`config.mk`:
```
export PLATFORM = sky130hd
export DESIGN_NAME = mem_master
export DESIGN_NICKNAME = d
export VERILOG_FILES = /design/src/rtl/mem_master.sv
export SDC_FILE = /design/constraint.sdc
export NUM_CORES = 1
export LEC_CHECK = 0
export ABC_AREA = 1
export CAP_MARGIN = 20
export CORE_ASPECT_RATIO = 1.1
export CORE_MARGIN = 5
export CORE_UTILIZATION = 49
export CTS_CLUSTER_DIAMETER = 150
export DETAILED_ROUTE_END_ITERATION = 16
export PLACE_DENSITY = 0.74
export SYNTH_ARGS = -nofsm -noshare
export SYNTH_HDL_FRONTEND = slang
export SYNTH_SLANG_ARGS = --single-unit
```
`constraint.sdc`:
```
create_clock -name clk -period 2.5 [get_ports clk]
set_clock_uncertainty 0.15 [all_clocks]
set_input_delay 0.25 -clock clk [delete_from_list [all_inputs] [get_ports clk]]
set_output_delay 0.25 -clock clk [all_outputs]
set_load 0.05 [all_outputs]
```
`src/rtl/mem_master.sv`:
```
// Data-memory initiator: queues CPU load/store requests and sequences them onto the dataMem port.
// Optional MEM_MASTER_STATS_EN adds ld_count/st_count access counters.
module mem_master #(
    parameter int unsigned AW     = 16,
    parameter int unsigned DW     = 16,
    parameter int unsigned QDEPTH = 4,
    parameter int unsigned RD_LAT = 1
) (
    input  logic          clk,
    input  logic          reset,
    input  logic          req_valid,
    output logic          req_ready,
    input  logic          req_we,
    input  logic          req_byte,
    input  logic [AW-1:0] req_addr,
    input  logic [DW-1:0] req_wdata,
    output logic          rsp_valid,
    input  logic          rsp_ready,
    output logic [DW-1:0] rsp_rdata,
    output logic          w,
    output logic          r,
    output logic          sb,
    output logic [AW-1:0] wa,
    output logic [DW-1:0] wd,
`ifdef MEM_MASTER_STATS_EN
    output logic [15:0]   ld_count,
    output logic [15:0]   st_count,
`endif
    input  logic [DW-1:0] rd
);

    localparam int unsigned PW = $clog2(QDEPTH);
    localparam int unsigned CW = PW + 1;
    // Entry layout: {we, byte, addr, wdata}
    localparam int unsigned EW = 2 + AW + DW;
    localparam logic [2:0]  LatLast = 3'(RD_LAT - 1);

    typedef enum logic [1:0] {StIdle, StWrite, StRead, StResp} state_e;

    logic [EW-1:0] q_mem [QDEPTH];
    logic [PW-1:0] wr_ptr_q, rd_ptr_q;
    logic [CW-1:0] count_q, count_d;
    logic          req_ready_q;
    logic          push, pop;
    logic [EW-1:0] head;
    logic          head_we;

    state_e        state_q, state_d;
    logic [2:0]    lat_q, lat_d;
    logic [EW-2:0] cur_q;
    logic          cur_bsel;
    logic [AW-1:0] cur_addr;
    logic [DW-1:0] cur_wdata;
    logic [DW-1:0] rsp_rdata_q, rsp_rdata_d;

    assign push    = req_valid & req_ready_q;
    assign pop     = (state_q == StIdle) && (count_q != '0);
    assign head    = q_mem[rd_ptr_q];
    assign head_we = head[EW-1];
    assign count_d = count_q + CW'(push) - CW'(pop);

    assign cur_bsel  = cur_q[EW-2];
    assign cur_addr  = cur_q[DW +: AW];
    assign cur_wdata = cur_q[DW-1:0];

    assign req_ready = req_ready_q;
    assign rsp_rdata = rsp_rdata_q;

    always_ff @(posedge clk) begin
        if (push) begin
            q_mem[wr_ptr_q] <= {req_we, req_byte, req_addr, req_wdata};
        end
    end

    always_ff @(posedge clk) begin
        if (!reset) begin
            wr_ptr_q    <= '0;
            rd_ptr_q    <= '0;
            count_q     <= '0;
            req_ready_q <= 1'b1;
        end else begin
            if (push) begin
                wr_ptr_q <= wr_ptr_q + PW'(1);
            end
            if (pop) begin
                rd_ptr_q <= rd_ptr_q + PW'(1);
            end
            count_q     <= count_d;
            // Registered full flag: a same-cycle pop never frees a slot for this cycle's push
            req_ready_q <= (count_d != CW'(QDEPTH));
        end
    end

    always_ff @(posedge clk) begin
        if (!reset) begin
            state_q     <= StIdle;
            lat_q       <= '0;
            cur_q       <= '0;
            rsp_rdata_q <= '0;
        end else begin
            state_q     <= state_d;
            lat_q       <= lat_d;
            rsp_rdata_q <= rsp_rdata_d;
            if (pop) begin
                cur_q <= head[EW-2:0];
            end
        end
    end

    always_comb begin
        state_d     = state_q;
        lat_d       = lat_q;
        rsp_rdata_d = rsp_rdata_q;
        w           = 1'b0;
        r           = 1'b0;
        sb          = 1'b0;
        wa          = '0;
        wd          = '0;
        rsp_valid   = 1'b0;
        case (state_q)
            StIdle: begin
                if (count_q != '0) begin
                    if (head_we) begin
                        state_d = StWrite;
                    end else begin
                        state_d = StRead;
                        lat_d   = '0;
                    end
                end
            end
            StWrite: begin
                w       = 1'b1;
                sb      = cur_bsel;
                wa      = cur_addr;
                wd      = cur_wdata;
                state_d = StIdle;
            end
            StRead: begin
                r  = 1'b1;
                sb = cur_bsel;
                wa = cur_addr;
                if (lat_q == LatLast) begin
                    rsp_rdata_d = cur_bsel ? {{(DW-8){1'b0}}, rd[7:0]} : rd;
                    state_d     = StResp;
                end else begin
                    lat_d = lat_q + 3'd1;
                end
            end
            StResp: begin
                rsp_valid = 1'b1;
                if (rsp_ready) begin
                    state_d = StIdle;
                end
            end
            default: state_d = StIdle;
        endcase
    end

`ifdef MEM_MASTER_STATS_EN
    logic [15:0] ld_count_q, st_count_q;

    always_ff @(posedge clk) begin
        if (!reset) begin
            ld_count_q <= '0;
            st_count_q <= '0;
        end else begin
            // Count each load once, on its first READ cycle
            if (state_q == StRead && lat_q == '0) begin
                ld_count_q <= ld_count_q + 16'd1;
            end
            if (state_q == StWrite) begin
                st_count_q <= st_count_q + 16'd1;
            end
        end
    end

    assign ld_count = ld_count_q;
    assign st_count = st_count_q;
`endif

endmodule

```
==> reports/metrics.yaml <==
grt_start_max_net_pins: 68
postCtsSetupRepairBufs: 0
ant_nets: 0
synth_area_per_cell_sq_um: 10.9
synthTopCellsByCount: "nor2_1 (142), edfxtp_1 (136), o21ai_0 (89), inv_1 (65)"
synth_top_area_frac: 0.513
relSlewSlack: 0.570
fmax_mhz: 412
row_count: 49
drive_gt1_frac: 0.132
status: "finished clean"
n_antenna_cell: 0
setup_viol: 0
place_congestion: 0.768
nNetsFinal: 901
cts.sinks: 200
worst_slack_ns: 0.0716
dr_total_vias: 5266
drt-initial-drc-count: 523
holdBufCountCts: 0
initial_core_util: 0.492
dp_worst_setup_slack_ns: 0.0355
crit_type: "flip-flop to output pin"
synth_edf_count: 136
cts_root_buffer: "clkbuf_16"
yosysSeqAreaShare: 0.674
cts.path.max_buffers: 2
synth-seq-cells: 200
cp.depth: 3
drv_slew: 0
ios: 107
antenna_found_initial: 0
ys_warn_count: 0
hpwl_um: 10000
cts_tree: "built"
synth_fp_nets: 798
core_area_sq_um: 16200
r2r_cells: 11
drc: 0
hold_path_depth: 3
htreeDepth: 4
grt.overflow.total: 0
via_per_inst: 5.02
die_w_um: 132
worstHoldPathType: "primary input to flip-flop"
fin_crit_ns: 2.43
path_cells: "inv_2 > ha_1 > clkdlybuf4s50_1"
worst_pin_slew_ns: 0.644
yosys.area.top_type: "edfxtp_1"
hold_viol_final: 0
synth-async-reset-ratio: 0
worstSetupStartpointType: "flip-flop"
cts_buffers: 17
path_clk_slew_ns: 0.07
clk_latency_ns: 0.43
totalWireLength_um: 16100
p_leak_nw: 3.93
power-per-cell-area_nw_per_um2: 1050
cp_slowest_cell: "clkdlybuf4s50_1"
grt_util_all_layers: 0.172
synth_cell_types: 31
synthTopCellsByArea: "edfxtp_1 (51%), dfxtp_1 (16%), nor2_1 (6.7%), o21ai_0 (5.6%), inv_1 (3.1%)"
fill_cells: 1248
arrival_ns: 2.03
grt_pass1_vias: 5137
dp.cells: 1018
cts-resized-gates: 0
syn2layout_area_growth_pct: 27.9
ir_worst_vdd_uv: 625
setup_tns_ns: 0
instances_no_fill: 1050
synth_flop_cell: "edfxtp_1"
rsz0062_at_grt: "false"
grt_first_pass_wirelength_um: 25500
worstPathRequired_ns: 2.10
critPathMaxStageDelay_ns: 0.86
synth.most_common_cell: "nor2_1"
crit_buf_inv: 2
power_mw: 10.7
final_util: 0.629
post-route-period-util: 0.971
cp_max_fo: 7
dr.pass1.iters: 5
io_buffers: 106
syn_area_sq_um: 7970
end_kind: "output pin"
die_h_um: 144
cpLargestDelayFamily: "buffers and inverters"
max_cap_violations: 0
avgRoutedWirePerCell_um: 15.3
die_area_sq_um: 18900
syn_inst: 730
[placed cells by master (no fill, tap or decap), drive strengths merged]
cell type / count
inv: 74
nand3: 13
buf: 55
o21bai: 1
nor2: 143
a21oi: 24
and3: 1
clkdlybuf4s50: 71
nand3b: 8
or2: 2
clkbuf: 23
edfxtp: 136
xor2: 1
a31oi: 33
fa: 1
ha: 13
xnor2: 1
o21ai: 110
nand2: 68
dfxtp: 64
clkinv: 4
[metrics by stage]
| step | hold WS (ns) | area [sq um] |
|---|---|---|
| global placement | 0.283 | 9570 |
| CTS | 0.108 | 10200 |
| floorplan | 0.199 | 7980 |
| finish | 0.132 | 10200 |
| detailed placement | 0.287 | 9570 |
| global route | 0.150 | 10200 |
[final cells by class]
type | instances | area [sq um] | share of cell area
Tap cell | 204 | 255 | 0.0251
Clock buffer | 23 | 558 | 0.0548
Clock inverter | 9 | 53.8 | 0.00528
Timing Repair Buffer | 126 | 1560 | 0.153
Inverter | 69 | 262 | 0.0257
Multi-Input combinational cell | 419 | 2130 | 0.209
Sequential cell | 200 | 5370 | 0.527
[cells by family after synthesis]
family	share of synthesized area
flops	0.674
fa+ha+maj	0.0229
compound gates	0.112
buf+inv	0.0653
simple gates	0.124
xor+xnor	0.00220
[report_power, final]
| group | internal [mW] | total, mW | switching (mW) |
|---|---|---|---|
| registers | 4.10 | 4.32 | 0.218 |
| clock network | 1.58 | 2.71 | 1.13 |
| logic | 1.31 | 3.70 | 2.38 |
[metal layers]
layer,global-route usage,wire length [um],up-vias
met2,0.316,8450,107
met1,0.197,6710,2475
met4,0.0563,180,0
met3,0.0441,730,11
met5,0,0,-
li1,-,-,2673
[path summary, 6_finish.rpt]
kind	start	end	slack, ns
setup reg to reg	state_q[0]	req_ready	0.13
hold / removal	reset	count_q[1]	0.13
hold reg to reg	rsp_rdata[0]	rsp_rdata[0]	0.30
setup / recovery	state_q[0]	r	0.07
[registers in the layout (all words and copies together), names as in the netlist, named ones only]
signal	flops
rd_ptr_q	2
wr_ptr_q	2
req_ready	1
q_mem	136
state_q	2
cur_q	33
rsp_rdata	16
count_q	3
lat_q	3
[worst register-to-register path, stage by stage (launching register included)]
cell and delay (ns):
dfxtp_2 0.36, inv_2 0.07, ha_4 0.18, nand2_4 0.09
inv_2 0.05, ha_1 0.26, inv_1 0.04, ha_1 0.18
fa_1 0.37, or2_2 0.30, a21oi_1 0.16, nand2_1 0.06
Note: power is estimated with default switching activity, not from simulation.
